## config.mk

```make
export PLATFORM = sky130hd
export DESIGN_NAME = dmd_fb_write_ctrl
export DESIGN_NICKNAME = d
export VERILOG_FILES = /design/src/rtl/dmd_fb_pkg.sv /design/src/rtl/dmd_fb_addr_gen.sv /design/src/rtl/dmd_fb_write_ctrl.sv
export SDC_FILE = /design/constraint.sdc
export NUM_CORES = 1
export LEC_CHECK = 0
export BUFFER_PORTS_ARGS = -buffer_cell sky130_fd_sc_hd__buf_2
export CORE_MARGIN = 4
export CORE_UTILIZATION = 55
export CTS_CLUSTER_SIZE = 20
export DETAILED_ROUTE_END_ITERATION = 8
export HOLD_SLACK_MARGIN = 0.1
export PLACE_DENSITY = 0.79
export SYNTH_ARGS = -nofsm -noshare
export SYNTH_HDL_FRONTEND = slang
export SYNTH_SLANG_ARGS = --single-unit
```

## constraint.sdc

```tcl
create_clock -name clk -period 2.07 [get_ports clk]
set_input_delay 0.1035 -clock clk [delete_from_list [all_inputs] [get_ports clk]]
set_output_delay 0.1035 -clock clk [all_outputs]
set_load 0.05 [all_outputs]
```

## src/rtl/dmd_fb_pkg.sv

```systemverilog
// Shared geometry, widths and FSM encoding for the DMD frame-buffer write controller.
package dmd_fb_pkg;

    localparam int H_PIX        = 128;
    localparam int V_PIX        = 32;
    localparam int PIX_W        = 4;
    localparam int ADDR_W       = 13;
    localparam int PIX_PER_PAGE = H_PIX * V_PIX;
    localparam int CNT_W        = ADDR_W - 1;

    localparam logic [CNT_W-1:0] LAST_PIX = CNT_W'(PIX_PER_PAGE - 1);

    typedef enum logic [1:0] {
        IDLE      = 2'd0,
        STREAM    = 2'd1,
        CLEAR     = 2'd2,
        SWAP_PEND = 2'd3
    } state_t;

endpackage

```

## src/rtl/dmd_fb_addr_gen.sv

```systemverilog
// 12-bit pixel counter (clear / increment / load-1) and port-A address formation.
import dmd_fb_pkg::*;

module dmd_fb_addr_gen (
    input  logic              clk,
    input  logic              rst,
    input  logic              cnt_clr,
    input  logic              cnt_inc,
    input  logic              cnt_load1,
    input  logic              zero_sel,
    input  logic              back_page,
    output logic [CNT_W-1:0]  count,
    output logic [ADDR_W-1:0] addr
);

    logic [CNT_W-1:0] pix;

    always_ff @(posedge clk or posedge rst) begin
        if (rst) begin
            count <= '0;
        end else if (cnt_clr) begin
            count <= '0;
        end else if (cnt_load1) begin
            count <= CNT_W'(1);
        end else if (cnt_inc) begin
            count <= count + 1'b1;
        end
    end

    // A start-of-frame beat targets pixel 0 regardless of where the counter stands.
    always_comb begin
        pix = zero_sel ? '0 : count;
    end

    assign addr = {back_page, pix};

endmodule

```

## src/rtl/dmd_fb_write_ctrl.sv

```systemverilog
// Port-A write sequencer for the double-buffered DMD frame buffer (stream + fill engine).
// Optional statistics outputs are enabled by defining DMD_FB_STATS_EN.
import dmd_fb_pkg::*;

module dmd_fb_write_ctrl (
    input  logic              clk,
    input  logic              rst,
    input  logic              vsync,
    input  logic              s_valid,
    output logic              s_ready,
    input  logic [PIX_W-1:0]  s_data,
    input  logic              s_sof,
    input  logic              clr_req,
    input  logic [PIX_W-1:0]  clr_value,
    output logic              wea,
    output logic [ADDR_W-1:0] addra,
    output logic [PIX_W-1:0]  dina,
    output logic              front_page,
    output logic              busy,
    output logic              frame_done
`ifdef DMD_FB_STATS_EN
    ,
    output logic [15:0]       frames_done,
    output logic [15:0]       sof_errors
`endif
);

    state_t            state;
    logic [PIX_W-1:0]  clr_val;
    logic              back_page;
    logic              accept;
    logic              wr_en;
    logic              wr_zero;
    logic              cnt_clr;
    logic              cnt_inc;
    logic              cnt_load1;
    logic [CNT_W-1:0]  count;
    logic [ADDR_W-1:0] wr_addr;

    assign back_page = ~front_page;

    dmd_fb_addr_gen u_addr_gen (
        .clk       (clk),
        .rst       (rst),
        .cnt_clr   (cnt_clr),
        .cnt_inc   (cnt_inc),
        .cnt_load1 (cnt_load1),
        .zero_sel  (wr_zero),
        .back_page (back_page),
        .count     (count),
        .addr      (wr_addr)
    );

    always_comb begin
        accept    = s_valid && s_ready;
        wr_en     = 1'b0;
        wr_zero   = 1'b0;
        cnt_clr   = 1'b0;
        cnt_inc   = 1'b0;
        cnt_load1 = 1'b0;
        case (state)
            IDLE: begin
                if (clr_req) begin
                    cnt_clr = 1'b1;
                end else if (accept && s_sof) begin
                    wr_en     = 1'b1;
                    wr_zero   = 1'b1;
                    cnt_load1 = 1'b1;
                end
            end
            STREAM: begin
                if (accept) begin
                    wr_en = 1'b1;
                    if (s_sof) begin
                        wr_zero   = 1'b1;
                        cnt_load1 = 1'b1;
                    end else begin
                        cnt_inc = 1'b1;
                    end
                end
            end
            CLEAR: begin
                wr_en   = 1'b1;
                cnt_inc = 1'b1;
            end
            default: ;
        endcase
    end

    always_ff @(posedge clk or posedge rst) begin
        if (rst) begin
            state      <= IDLE;
            front_page <= 1'b0;
            clr_val    <= '0;
            wea        <= 1'b0;
            addra      <= '0;
            dina       <= '0;
            s_ready    <= 1'b0;
            busy       <= 1'b0;
            frame_done <= 1'b0;
`ifdef DMD_FB_STATS_EN
            frames_done <= '0;
            sof_errors  <= '0;
`endif
        end else begin
            wea        <= wr_en;
            frame_done <= 1'b0;
            if (wr_en) begin
                addra <= wr_addr;
                dina  <= (state == CLEAR) ? clr_val : s_data;
            end
            case (state)
                IDLE: begin
                    if (clr_req) begin
                        state   <= CLEAR;
                        clr_val <= clr_value;
                        s_ready <= 1'b0;
                        busy    <= 1'b1;
                    end else if (accept && s_sof) begin
                        state   <= STREAM;
                        s_ready <= 1'b1;
                        busy    <= 1'b1;
                    end else begin
                        s_ready <= 1'b1;
                        busy    <= 1'b0;
                    end
                end
                STREAM: begin
                    if (accept && !s_sof && count == LAST_PIX) begin
                        state   <= SWAP_PEND;
                        s_ready <= 1'b0;
                    end
`ifdef DMD_FB_STATS_EN
                    if (accept && s_sof && sof_errors != '1) begin
                        sof_errors <= sof_errors + 1'b1;
                    end
`endif
                end
                CLEAR: begin
                    if (count == LAST_PIX) begin
                        state <= SWAP_PEND;
                    end
                end
                SWAP_PEND: begin
                    // wea is high only while the final write issues; a vsync then is too early.
                    if (vsync && !wea) begin
                        state      <= IDLE;
                        front_page <= ~front_page;
                        frame_done <= 1'b1;
                        s_ready    <= 1'b1;
                        busy       <= 1'b0;
`ifdef DMD_FB_STATS_EN
                        frames_done <= frames_done + 1'b1;
`endif
                    end
                end
                default: state <= IDLE;
            endcase
        end
    end

endmodule

```

# Yosys cells after proc, flatten, opt, wreduce, memory -nomap -nowiden
# Index checks and enable logic that the tools add are counted.
[op_classes]
n_addsub = 1
n_eq_ne = 8
n_mux = 32
bitwise_logic = 1
n_reduce_logical = 16
[op_table]
columns = ["cell", "count"]
rows = [
  ["$mux W12", 4],
  ["$mux W1", 16],
  ["$add A12 B1 Y12 const B", 1],
  ["$eq A12 B12 Y1 const B", 1],
  ["$mux W2", 5],
  ["$pmux W2 S4", 1],
  ["$pmux W1 S2", 3],
  ["$pmux W1 S3", 2],
  ["$reduce_and A2 Y1", 3],
  ["$reduce_bool A3 Y1", 2],
  ["$logic_and A1 B1 Y1", 5],
  ["$eq A2 B2 Y1 const B", 2],
  ["$mux W4", 1],
  ["$ne A2 B2 Y1 const B", 2],
  ["$reduce_and A4 Y1", 1],
  ["$ne A3 B3 Y1 const B", 1],
  ["$reduce_and A3 Y1", 1],
  ["$eq A2 B1 Y1 const B", 1],
  ["$logic_not A1 Y1", 2],
  ["$logic_not A2 Y1", 1],
  ["$ne A2 B1 Y1 const B", 1],
  ["$reduce_bool A2 Y1", 1],
  ["$not A1 Y1", 1],
]
[word_totals]
ff_bits = 40
input_bits = 14
out_inout_bits = 22
wordCells = 68

# Depth between registers and ports, before layout
# Gate-level depths: netlist of run 1.
[depth]
ltp_word = 7
ltp_mapped = 8
mapped_depth_nobuf = 6

# Cells and area by module
# A second synthesis of run 1 with hierarchy kept.
[unflattened]
hier_cells = 176
area_unflattened_um2 = 2069.5
[modules_own_cells]
columns = ["mod", "instances", "cells_per_inst", "area_each_um2", "seq_area_each_um2"]
rows = [
  ["dmd_fb_write_ctrl", 1, 102, 1371.3, 700.7],
  ["dmd_fb_addr_gen", 1, 74, 698.2, 300.3],
]

# Worst setup path after synthesis of run 1
# OpenSTA, ideal clock, no wires.
[synth_timing]
path_type = "flip-flop to flip-flop"
startpoint = "reg state[0]"
endpoint = "reg dina[0]"
setup_time_ns = 0.125
t_arrival_ns = 1.675
required_ns = 1.945
slack_ns = 0.270
path_stages_with_launch = 8
path_buffers = 1
synth_period_minus_slack_ns = 1.800
path_cell_list = "dfrtp_1 > inv_1 > ha_1 > nor2b_4 > a21oi_1 > o31ai_2 > buf_4 > mux2_2"
[synth_between]
elab_chain_cells = 2
word_cells_on_any_way = 5
classes_between = "2 x eq/ne; 2 x mux; 1 x reduce/logical"
[synth_lines]
columns = ["element", "line_no", "rtl"]
rows = [
  ["from (decl)", "dmd_fb_write_ctrl.sv:28", "state_t state;"],
  ["from (signal assigned)", "dmd_fb_write_ctrl.sv:92", "state <= IDLE;"],
  ["from (signal assigned)", "dmd_fb_write_ctrl.sv:115", "state <= CLEAR;"],
  ["from (signal assigned)", "dmd_fb_write_ctrl.sv:120", "state <= STREAM;"],
  ["$eq A2 B2 Y1 (tied with other cells)", "dmd_fb_write_ctrl.sv:61, dmd_fb_write_ctrl.sv:110", ""],
  ["$pmux W1 S3 / $mux W4 (equally long branches)", "dmd_fb_write_ctrl.sv:61, dmd_fb_write_ctrl.sv:110", ""],
  ["to (signal assigned)", "dmd_fb_write_ctrl.sv:110", "dina <= (state == CLEAR) ? clr_val : s_data;"],
  ["to (decl)", "dmd_fb_write_ctrl.sv:17", "output logic [PIX_W-1:0] dina,"],
]
# Parallel ways exist; a longest one is shown, timed or not.
# A chain may end at the register's enable or synchronous reset.

# Final worst setup path of run 1
[layout_timing]
startpoint = "reg state[0]"
endpoint = "reg dina[3]"
# The elaborated chain is that of the path after synthesis.

==> impl_metrics.csv, run 1 <==
group,metric,value,unit
synthesis,synth-async-reset-ratio,100,%
clock_network,clock_tree.root_cell,"sky130_fd_sc_hd__clkbuf_8",
synthesis,synthesis.yosys.warnings,0,
synthesis,area_share_of_the_largest_cell_type_after_synthesis,48.7,%
pwr,swShare,42.9,%
synthesis,dominantRegCellSynth,"sky130_fd_sc_hd__dfrtp_1",
global_routing,overflow_left_after_global_routing,0,
global_routing,gr-usage-all-layers,18.0,%
floorplan,standard_cell_row_count,21,
pwr,ir_worst_vdd,914,uV
floorplan,die_area,4780,um2
critical_path,timing.critical_path.slowest_stage_cell,"sky130_fd_sc_hd__dfrtp_1",
pwr,leakagePower,1.17,nW
outcome,outcome,"finished, final reports clean",
floorplan,start_util,59.2,%
clock_network,ctsHtreeMaxLevel,2,
critical_path,crit_path_max_fanout,6,
layout,finish.utilization,70.3,%
floorplan,die_height,69.1,um
critical_path,worstPathCellList,"inv_1 -> ha_2 -> nor2b_4 -> a21oi_1 -> o31ai_4 -> buf_4 -> mux2_2",
critical_path,worst_setup_path_start_kind,"flop",
critical_path,start_to_end_type_of_the_worst_setup_path,"flop to flop",
sta,layout_worst_path_cycle_share,93.9,%
pwr,clkPwrFrac,14.5,%
clock_network,max-clock-path-buffers,2,
detailed_routing,wire_per_inst,13.6,um
critical_path,end_kind,"flop",
layout,syn2layout_area_growth,18.7,%
critical_path,cp_top_family,"flip-flops",
placement,io_buffers,35,
sta,timing_hold_violations_final,0,
critical_path,critical_path.max_stage_delay,0.44,ns
clock_network,cts_tree,"done",
clock_network,clkSinkCount,40,
layout,design.final.nets,262,
global_routing,antenna_violations_before_repair,0,
detailed_routing,initialDrtViolationCount,75,
critical_path,cp_num_buf_inv,2,
sta,final.hold.worst_slack,0.137,ns
synthesis,netlist_top_cells_count,"sky130_fd_sc_hd__dfrtp_1, sky130_fd_sc_hd__nand2_1, sky130_fd_sc_hd__inv_1",
placement,final_wtd_congestion,0.934,
placement,dpl.cell_count,274,
critical_path,rrSetupSlack,0.13,ns
sta,timing.setup.tns,0,ns
synthesis,synth_area_per_cell,10.6,um2
synthesis,post_synth_edffs,0,
clock_network,clk_pin_slew_worst_paths,0.07,ns
sta,worst_clock_skew,0.00739,ns
sta,max-slew-margin-rel,67.5,%
detailed_routing,firstDrtPassIters,4,
pwr,pwr-share-seq,34.3,%
synthesis,post_synth_inst_count,194,
floorplan,floorplan.core_area,3470,um2
synthesis,ys_seq_elements,40,
flow_run,maxCapViolCount,0,
floorplan,fp.dieW,69.1,um
detailed_routing,via_count,1506,
clock_network,cts_inserted_buffers,5,
pwr,power.density_cell_area,1360,nW/um2
synthesis,sequential_fraction_of_the_synthesis_area,48.7,%
pwr,total_power,3.31,mW
layout,drive_gt1_share,28.9,%
pwr,cell_internal_power,1.89,mW
synthesis,yosys.cell_types.count,38,
detailed_routing,detail_route.vias_per_cell,5.23,
synthesis,netlist_top_cells_area,"sky130_fd_sc_hd__dfrtp_1, sky130_fd_sc_hd__mux2_2, sky130_fd_sc_hd__mux2i_1",
sta,grt_setup_unrepaired,"no",
synthesis,synth_area,2050,um2
layout,antenna_cells,0,
synthesis,synth.most_common_cell,"sky130_fd_sc_hd__dfrtp_1",
critical_path,critical_path_required,2.25,ns
detailed_routing,final_antenna_net_count,0,
detailed_routing,drc,0,
global_routing,grt_first_pass_wirelength,6900,um
sta,final-max-slew-violation-count,0,
min_path,min_path_type,"input pin to flop",
synthesis,yosys.area.top_type,"sky130_fd_sc_hd__dfrtp_1",
sta,setup_viol_count_final,0,
global_routing,pin_count_of_the_biggest_net_entering_global_routing,41,
layout,instances_no_fill,288,
layout,fillers,278,
detailed_routing,route.final.wire_length,3910,um
sta,timing.fmax,514,MHz
critical_path,arrival,2.12,ns
pwr,share_comb_of_total_power,51.3,%
floorplan,floorplan.io_pins,36,
synthesis,postSynthNetCount,214,
sta,post_layout_minimum_cycle_time,1.94,ns
pwr,switchingPower,1.42,mW
sta,worst_max_slew_pin_slew,0.488,ns
clock_network,clock_latency_on_the_worst_skew_pair,0.29,ns
global_routing,grt_pass1_vias,1486,
placement,hpwl,2860,um
-- worst register-to-register path, delay by kind of cell (launching register included) --
kind	cells	cell delay [ns]
buf+inv	2	0.31
simple gates	1	0.18
fa+ha+maj	1	0.21
flops	1	0.44
compound gates	2	0.36
mux	1	0.32
-- power by group through the flow --
stage	registers [mW]	clock network (mW)	logic (mW)
global placement	1.13	0	1.63
detailed placement	1.14	0	1.65
global route	1.16	0.534	1.84
floorplan	1.50	0	0.951
CTS	1.13	0.495	1.66
finish	1.13	0.478	1.70
-- repair_timing --
action | CTS | global route
endpoints found under the setup margin | 0 | 17
buffers inserted | 0 | 2
hold buffers | 5 | 0
gates resized for setup | 0 | 1
hold endpoints to repair | 44 | 0
-- per-stage QoR --
| step | area [um2] | worst slack [ns] |
|---|---|---|
| after floorplan | 2050 | 0.270 |
| after global placement | 2290 | 0.162 |
| after detailed placement | 2290 | 0.0259 |
| after CTS | 2420 | 0.00540 |
| after global routing | 2440 | 0.0216 |
| final | 2440 | 0.126 |
-- kinds of logic after synthesis --
family | count (synthesis) | synth area share, %
buf+inv | 26 | 5.97
xor+xnor | 7 | 2.98
flops | 40 | 48.7
compound gates | 28 | 9.07
fa+ha+maj | 6 | 3.65
simple gates | 59 | 15.1
mux | 28 | 14.5
-- flip-flops by register name (all words and copies together) (netlist names) --
| signal | count |
|---|---|
| u_addr_gen.count | 12 |
| busy | 1 |
| front_page | 1 |
| wea | 1 |
| frame_done | 1 |
| clr_val | 4 |
| addra | 13 |
| s_ready | 1 |
| dina | 4 |
| state | 2 |
-- per-layer routing --
metal	GRT usage [%]	vias to the layer above	wire length, um
met5	0	-	0
met4	7.38	0	68
met3	5.96	7	256
met2	28.3	41	1880
met1	22.8	709	1700
li1	-	749	-
-- cells in the final DEF, fill, tap and decap left out, types with 6 or more instances in the layout --
master,instances
sky130_fd_sc_hd__inv_1,18
sky130_fd_sc_hd__mux2_2,14
sky130_fd_sc_hd__dfrtp_1,40
sky130_fd_sc_hd__buf_2,35
sky130_fd_sc_hd__buf_4,9
sky130_fd_sc_hd__mux2i_1,14
sky130_fd_sc_hd__nand2_1,21
sky130_fd_sc_hd__xor2_1,6
sky130_fd_sc_hd__nor2_1,9
sky130_fd_sc_hd__a21oi_1,10
-- area by class of cell --
class | count | area, um2 | share of cell area, %
clock buffer | 6 | 72.6 | 2.98
timing repair buffer | 49 | 293 | 12.0
multi-input combinational | 128 | 942 | 38.6
tap | 46 | 57.6 | 2.36
sequential | 40 | 1000 | 41.0
inverter | 18 | 67.6 | 2.77
clock inverter | 1 | 5.00 | 0.205
-- final timing paths --
| check | from | end | cells after the start |
|---|---|---|---|
| worst max-delay path | state[0] | dina[3] | 7 |
| worst min-delay path | vsync | frame_done | 3 |
| worst max register to register | state[0] | dina[3] | 7 |
| worst min register to register | clr_val[3] | clr_val[3] | 1 |
| max in group asynchronous | rst | state[0] | 4 |
| min in group asynchronous | rst | frame_done | 4 |
Power figures use the tool's default switching activity.
==> run 2: changes to the inputs <==
--- a/config.mk
+++ b/config.mk
@@ -5,13 +5,14 @@
 export SDC_FILE = /design/constraint.sdc
 export NUM_CORES = 1
 export LEC_CHECK = 0
+export ABC_AREA = 1
 export BUFFER_PORTS_ARGS = -buffer_cell sky130_fd_sc_hd__buf_2
 export CORE_MARGIN = 4
 export CORE_UTILIZATION = 55
 export CTS_CLUSTER_SIZE = 20
 export DETAILED_ROUTE_END_ITERATION = 8
 export HOLD_SLACK_MARGIN = 0.1
-export PLACE_DENSITY = 0.79
+export PLACE_DENSITY = 0.78
 export SYNTH_ARGS = -nofsm -noshare
 export SYNTH_HDL_FRONTEND = slang
 export SYNTH_SLANG_ARGS = --single-unit
==> run 2 against run 1 <==
Compared with the run above:
- synthesized cell count up 22%
- routed wire length up 12%
- first-iteration DRC count up 61%
- maximum frequency up 3.8%
- critical path type unchanged
- highest routed layer unchanged
==> impl_metrics.csv, run 2 <==
group,metric,value,unit
outcome,outcome,"finished, final reports clean",
critical_path,start_to_end_type_of_the_worst_setup_path,"flop to flop",
clock_network,postCtsHoldBufs,7,
global_routing,pin_count_of_the_biggest_net_entering_global_routing,41,
synthesis,synth_area,2090,um2
critical_path,cp_num_buf_inv,3,
clock_network,cts_inserted_buffers,5,
detailed_routing,via_count,1719,
layout,drive_gt1_share,27.4,%
synthesis,netlist_top_cells_count,"sky130_fd_sc_hd__nand2_1, sky130_fd_sc_hd__dfrtp_1, sky130_fd_sc_hd__nor2_1",
placement,hpwl,3130,um
global_routing,antenna_violations_before_repair,0,
synthesis,post_synth_edffs,0,
clock_network,max-clock-path-buffers,2,
critical_path,timing.critical_path.slowest_stage_cell,"sky130_fd_sc_hd__dfrtp_1",
synthesis,synth.most_common_cell,"sky130_fd_sc_hd__nand2_1",
sta,post-route-worst-setup-slack,0.198,ns
synthesis,sequential_fraction_of_the_synthesis_area,47.9,%
detailed_routing,routed-wl-met3,276,um
layout,largest_registers_in_the_final_layout,"addra: 13 flops, u_addr_gen.count: 12 flops",
critical_path,arrival,2.07,ns
detailed_routing,top_layer_used,"met4",
critical_path,critical_path.max_stage_delay,0.44,ns
sta,timing.setup.tns,0,ns
sta,post_layout_minimum_cycle_time,1.87,ns
synthesis,ys_seq_elements,40,
synthesis,synth_area_per_cell,8.85,um2
sta,worst_max_slew_pin_slew,0.557,ns
pwr,power.density_cell_area,1350,nW/um2
global_routing,gr-usage-all-layers,20.2,%
critical_path,worstPathCellList,"inv_1 -> ha_1 -> inv_2 -> o21ai_4 -> inv_2 -> nand2_2 -> nand2_4 -> o31ai_2",
detailed_routing,wire_per_inst,13.1,um
layout,most-common-layout-cells,"sky130_fd_sc_hd__nand2_1, sky130_fd_sc_hd__dfrtp_1, sky130_fd_sc_hd__buf_2",
layout,design.final.nets,304,
layout,syn2layout_area_growth,19.4,%
floorplan,floorplan.io_pins,36,
detailed_routing,initialDrtViolationCount,121,
detailed_routing,firstDrtPassIters,4,
layout,max_flop_register,"addra",
synthesis,postSynthNetCount,256,
floorplan,standard_cell_row_count,22,
critical_path,cpMostUsedCell,"sky130_fd_sc_hd__inv_2",
synthesis,synth-async-reset-ratio,100,%
clock_network,clkSinkCount,40,
sta,max-slew-margin-rel,62.5,%
sta,setup_viol_count_final,0,
clock_network,cts_repair_resize_count,0,
layout,largest_register_ff_count,13,
critical_path,crit_path_max_fanout,35,
synthesis,post_synth_inst_count,236,
detailed_routing,final_antenna_net_count,0,
clock_network,ctsHtreeMaxLevel,2,
synthesis,yosys.cell_types.count,32,
clock_network,cts_tree,"done",
pwr,total_power,3.36,mW
layout,antenna_cells,0,
placement,detailedPlace.worstSlack,0.220,ns
flow_run,maxCapViolCount,0,
clock_network,clock_latency_on_the_worst_skew_pair,0.29,ns
detailed_routing,route.final.wire_length,4370,um
sta,grt_setup_unrepaired,"no",
sta,worst_clock_skew,0.00787,ns
sta,final-max-slew-violation-count,0,
synthesis,yosys.area.top_type,"sky130_fd_sc_hd__dfrtp_1",
floorplan,fp.dieW,69.6,um
synthesis,synthesis.yosys.warnings,0,
floorplan,die_area,4850,um2
clock_network,postCtsSetupRepairBufs,0,
synthesis,dominantRegCellSynth,"sky130_fd_sc_hd__dfrtp_1",
detailed_routing,detail_route.vias_per_cell,5.16,
critical_path,end_kind,"flop",
critical_path,critical_path_required,2.27,ns
pwr,leakagePower,1.25,nW
min_path,min_path_type,"input pin to flop",
global_routing,grt_pass1_vias,1728,
global_routing,overflow_left_after_global_routing,0,
layout,final_common_cell,"sky130_fd_sc_hd__nand2_1",
sta,layout_worst_path_cycle_share,90.5,%
critical_path,cp_top_family,"flip-flops",
global_routing,grt_first_pass_wirelength,7850,um
detailed_routing,drc,0,
floorplan,die_height,69.6,um
sta,timing.fmax,534,MHz
critical_path,worst_setup_path_start_kind,"flop",
sta,timing_hold_violations_final,0,
placement,io_buffers,35,
clock_network,clock_tree.root_cell,"sky130_fd_sc_hd__clkbuf_8",
pwr,ir_worst_vdd,794,uV
detailed_routing,wl_met1,2030,um
placement,final_wtd_congestion,0.866,
detailed_routing,detailed_route_wirelength_on_metal2,2000,um
floorplan,floorplan.core_area,3660,um2
synthesis,area_share_of_the_largest_cell_type_after_synthesis,47.9,%
floorplan,start_util,57.0,%
clock_network,clk_pin_slew_worst_paths,0.08,ns
synthesis,netlist_top_cells_area,"sky130_fd_sc_hd__dfrtp_1, sky130_fd_sc_hd__nand2_1, sky130_fd_sc_hd__nor2_1",
[run 2: cell types whose count changed after synthesis, sizes merged, moves of 10 or more]
cell,previous run,this run
mux2,14,4
o21ai,8,19
nand2,21,61
o31ai,1,11
mux2i,14,0
inv,18,31
nor2,9,33
[run 2: through the flow]
stage | instances | util (%) | cell area [um2] | hold WS, ns
floorplan | 236 | - | 2090 | 0.254
global placement | 318 | 63.2 | 2310 | 0.251
detailed placement | 318 | 63.2 | 2310 | 0.254
CTS | 333 | 68.1 | 2490 | 0.122
global route | 333 | 68.1 | 2490 | 0.144
finish | 333 | 68.1 | 2490 | 0.123
[run 2: kinds of logic after synthesis]
logic type                 after synthesis  share of synthesized area (%)
xor gates and xnor gates                 3                           1.26
buffers and inverters                   35                           7.13
and+or+nand+nor                        112                           23.6
adders and majority gates                6                           3.59
muxes                                    4                           2.16
AOI/OAI and AO/OA                       36                           14.3
DFF                                     40                           47.9
[run 2: per-layer routing]
metal / track usage [%] / up-vias
li1: - / 856
met1: 27.1 / 809
met2: 30.9 / 48
met3: 6.52 / 6
met4: 6.60 / 0
met5: 0 / -
[run 2: final timing paths]
check,start,end,slack (ns),cells after the start
max,state[0],dina[1],0.20,8
min,s_data[0],dina[0],0.12,3
max reg2reg,state[0],dina[1],0.20,8
min reg2reg,dina[0],dina[0],0.48,2
max in group asynchronous,rst,u_addr_gen.count[2],1.25,4
min in group asynchronous,rst,addra[5],0.48,4
[run 2: layout make-up]
type / instances / area (um2)
fill: 283 / 1170
sequential: 40 / 1000
multi-input combinational: 161 / 938
timing repair buffer: 44 / 260
inverter: 32 / 125
clock buffer: 6 / 72.6
tap: 48 / 60.1
clock inverter: 2 / 35.0
[run 2: tightest hold or removal path: stages]
cell                      delay (ns)
sky130_fd_sc_hd__buf_2          0.09
sky130_fd_sc_hd__nor2_1         0.10
sky130_fd_sc_hd__o31ai_2        0.08
[run 2: power by group]
group / switching [mW] / total, mW / internal, mW
Combinational: 1.16 / 1.61 / 0.456
Sequential: 0.143 / 1.12 / 0.981
Clock: 0.270 / 0.627 / 0.358
Total: 1.57 / 3.36 / 1.79
==> run 3: changes to the inputs <==
--- a/config.mk
+++ b/config.mk
@@ -15,4 +15,5 @@
 export PLACE_DENSITY = 0.78
 export SYNTH_ARGS = -nofsm -noshare
 export SYNTH_HDL_FRONTEND = slang
+export SYNTH_HIERARCHICAL = 1
 export SYNTH_SLANG_ARGS = --single-unit
==> run 3 against run 2 <==
Compared with the run above:
- register-to-register slack better by 0.02 ns
- critical path depth up 4
- die area grew 1.6%
- non-clock buffer count rose by 4
==> impl_metrics.csv, run 3 <==
group,metric,value,unit
sta,max-slew-margin-rel,63.6,%
synthesis,synth_area_per_cell,7.57,um2
synthesis,dominantRegCellSynth,"sky130_fd_sc_hd__dfrtp_1",
floorplan,start_util,57.6,%
layout,antenna_cells,0,
critical_path,r2r-end,"u_addr_gen/count[8]",
synthesis,netlist_top_cells_count,"sky130_fd_sc_hd__nand2_1, sky130_fd_sc_hd__dfrtp_1, sky130_fd_sc_hd__inv_1",
critical_path,crit-reg2reg-launch,"state[1]",
layout,register_area,1000,um2
sta,worst_clock_skew,0.00421,ns
clock_network,clkSinkCount,40,
placement,hpwl,3380,um
sta,layout_worst_path_cycle_share,89.4,%
layout,final_common_cell,"sky130_fd_sc_hd__nand2_1",
critical_path,worstPathCellList,"inv_1 -> ha_1 -> inv_1 -> o21ai_2 -> inv_2 -> a211oi_4 -> inv_2 -> a21oi_2 -> nand2_1 -> nand2_1 -> nand2_1 -> nor2_1",
layout,multiInputGateArea,966,um2
clock_network,clock_latency_on_the_worst_skew_pair,0.29,ns
synthesis,post_synth_mux_area_share,0,%
detailed_routing,route.final.wire_length,4600,um
min_path,holdCritStartpoint,"s_data[1]",
critical_path,cp_num_buf_inv,4,
synthesis,area_share_of_the_largest_cell_type_after_synthesis,47.1,%
critical_path,start_to_end_type_of_the_worst_setup_path,"flop to flop",
clock_network,clock_tree.root_cell,"sky130_fd_sc_hd__clkbuf_8",
sta,timing_hold_violations_final,0,
synthesis,post_synth_inst_count,281,
sta,post-route-worst-setup-slack,0.219,ns
critical_path,cpMostUsedCell,"sky130_fd_sc_hd__nand2_1",
sta,final-max-slew-violation-count,0,
layout,largest_registers_in_the_final_layout,"addra: 13 flops, u_addr_gen/count: 12 flops",
synthesis,ys_seq_elements,40,
detailed_routing,initialDrtViolationCount,105,
synthesis,yosys.area.top_type,"sky130_fd_sc_hd__dfrtp_1",
synthesis,synth_xor_xnor_area_share,0.412,%
synthesis,yosys.cell_types.count,28,
layout,most-common-layout-cells,"sky130_fd_sc_hd__nand2_1, sky130_fd_sc_hd__dfrtp_1, sky130_fd_sc_hd__buf_2",
detailed_routing,detail_route.vias_per_cell,4.88,
sta,setup_viol_count_final,0,
pwr,leakagePower,1.47,nW
layout,largest_register_ff_count,13,
layout,drive_gt1_share,19.6,%
sta,timing.fmax,540,MHz
floorplan,die_area,4920,um2
layout,finish.utilization,69.4,%
detailed_routing,final_antenna_net_count,0,
layout,max_flop_register,"addra",
layout,fillers,321,
critical_path,r2r.worst_path.cells,12,
clock_network,cts_inserted_buffers,5,
synthesis,post_synth_edffs,0,
critical_path,end_kind,"flop",
clock_network,postCtsSetupRepairBufs,0,
floorplan,fp.dieW,70.2,um
pwr,ir_worst_vdd,735,uV
critical_path,crit_start,"state[1]",
synthesis,synth_simple_gate_area_share,34.3,%
critical_path,timing.critical_path.slowest_stage_cell,"sky130_fd_sc_hd__dfrtp_1",
detailed_routing,firstDrtPassIters,4,
critical_path,critical_path.max_stage_delay,0.45,ns
clock_network,cts_tree,"done",
critical_path,worst_setup_path_start_kind,"flop",
placement,detailed_place.area,2380,um2
floorplan,standard_cell_row_count,22,
floorplan,floorplan.io_pins,36,
clock_network,clk_pin_slew_worst_paths,0.08,ns
floorplan,floorplan.core_area,3690,um2
global_routing,overflow_left_after_global_routing,0,
synthesis,netlist_top_cells_area,"sky130_fd_sc_hd__dfrtp_1, sky130_fd_sc_hd__nand2_1, sky130_fd_sc_hd__inv_1",
sta,worst_max_slew_pin_slew,0.540,ns
critical_path,rrSetupSlack,0.22,ns
sta,grt_setup_unrepaired,"no",
sta,timing.setup.tns,0,ns
clock_network,ctsHtreeMaxLevel,2,
global_routing,grt_pass1_vias,1719,
placement,io_buffers,35,
sta,post_layout_minimum_cycle_time,1.85,ns
floorplan,die_height,70.2,um
critical_path,critical_path_required,2.29,ns
placement,final_wtd_congestion,0.922,
layout,syn2layout_area_growth,20.4,%
min_path,worst_hold_path.num_cells,5,
global_routing,grt_first_pass_wirelength,7910,um
synthesis,sequential_fraction_of_the_synthesis_area,47.1,%
synthesis,main_combinational_cell_family_by_area_after_synthesis,"simple AND/OR/NAND/NOR gates",
layout,design.final.nets,351,
synthesis,synthesis.yosys.warnings,6,
critical_path,arrival,2.07,ns
min_path,min_path_type,"input pin to flop",
synthesis,synth.most_common_cell,"sky130_fd_sc_hd__nand2_1",
min_path,holdPathEnd,"dina[1]",
critical_path,cp_top_family,"compound AO/OA/AOI/OAI gates",
clock_network,max-clock-path-buffers,2,
detailed_routing,via_count,1856,
synthesis,adder_cell_share_of_the_synthesized_area,3.53,%
global_routing,pin_count_of_the_biggest_net_entering_global_routing,23,
synthesis,synth-compound-area-share,6.65,%
global_routing,gr-usage-all-layers,20.0,%
placement,detailedPlace.worstSlack,0.133,ns
synthesis,synth_area,2130,um2
synthesis,synth-async-reset-ratio,100,%
pwr,power.density_cell_area,1260,nW/um2
critical_path,crit_path_max_fanout,6,
global_routing,antenna_violations_before_repair,0,
layout,final_area,2560,um2
flow_run,maxCapViolCount,0,
detailed_routing,drc,0,
synthesis,postSynthNetCount,301,
detailed_routing,wire_per_inst,12.1,um
outcome,outcome,"finished, final reports clean",
==> run 3: cell types whose count changed in the layout (fill, tap and decap cells not counted), moves of 4 or more <==
cell,previous run,this run
sky130_fd_sc_hd__nand2_1,57,119
sky130_fd_sc_hd__a21oi_1,3,9
sky130_fd_sc_hd__o31ai_2,6,0
sky130_fd_sc_hd__buf_4,2,7
sky130_fd_sc_hd__o31ai_1,5,0
sky130_fd_sc_hd__inv_1,27,31
sky130_fd_sc_hd__mux2_2,4,0
sky130_fd_sc_hd__nor2_1,28,24
sky130_fd_sc_hd__o21ai_2,6,2
==> run 3: layer usage <==
| layer | up-vias | global-route usage (%) | part of all wire [%] |
|---|---|---|---|
| met5 | - | 0 | 0 |
| met4 | 0 | 4.89 | 1.0 |
| met3 | 6 | 4.32 | 3.9 |
| met2 | 34 | 31.5 | 46 |
| met1 | 840 | 28.1 | 49 |
| li1 | 976 | - | - |
==> run 3: kinds of logic (layout without fill, tap and decap cells) <==
group / count (synthesis) / after routing
AOI/OAI and AO/OA: 25 / 25
DFF: 40 / 40
xor gates and xnor gates: 1 / 1
buffers and inverters: 40 / 91
and+or+nand+nor: 169 / 169
adders and majority gates: 6 / 6
==> run 3: repair_timing <==
action / CTS / global route
hold buffers: 6 / 0
resized for setup: 0 / 2
setup endpoints to repair: 0 / 10
hold endpoints to repair: 23 / 0
==> run 3: tightest hold or removal path: stages <==
cell and delay [ns]:
sky130_fd_sc_hd__buf_2 0.08, sky130_fd_sc_hd__nand2_1 0.04, sky130_fd_sc_hd__nand2_1 0.05, sky130_fd_sc_hd__nand2_1 0.05, sky130_fd_sc_hd__nand2_1 0.05
==> run 3: worst max-delay path by stage <==
| stage | endpoint | cells past startpoint |
|---|---|---|
| floorplan | u_addr_gen/count[8] | 10 |
| detailed placement | u_addr_gen/count[8] | 12 |
| finish | u_addr_gen/count[8] | 12 |
| global route | u_addr_gen/count[8] | 12 |
| CTS | u_addr_gen/count[8] | 12 |
| global placement | u_addr_gen/count[8] | 12 |
==> run 3: stage by stage <==
stage	hold slack, ns	std cells	total power, mW
after floorplan	-0.0318	281	2.24
after global placement	0.0604	366	2.53
after detailed placement	0.0614	366	2.57
after CTS	0.105	380	3.20
after global routing	0.109	380	3.46
final	0.108	380	3.22
==> run 3: report_power, final <==
part	internal [mW]	switching, mW	leakage, nW	total (mW)
clock	0.358	0.258	0.0552	0.616
sequential	0.964	0.136	0.533	1.10
combinational	0.418	1.09	0.880	1.50
==> run 3: area by class of cell <==
| type | instances | share of cell area (%) |
|---|---|---|
| flip-flops and latches | 40 | 39.1 |
| multi-input cells | 201 | 37.8 |
| repair buffers | 48 | 11.2 |
| inverters | 35 | 5.33 |
| clock buffers | 6 | 2.84 |
| well taps | 48 | 2.35 |
| clock inverters | 2 | 1.37 |
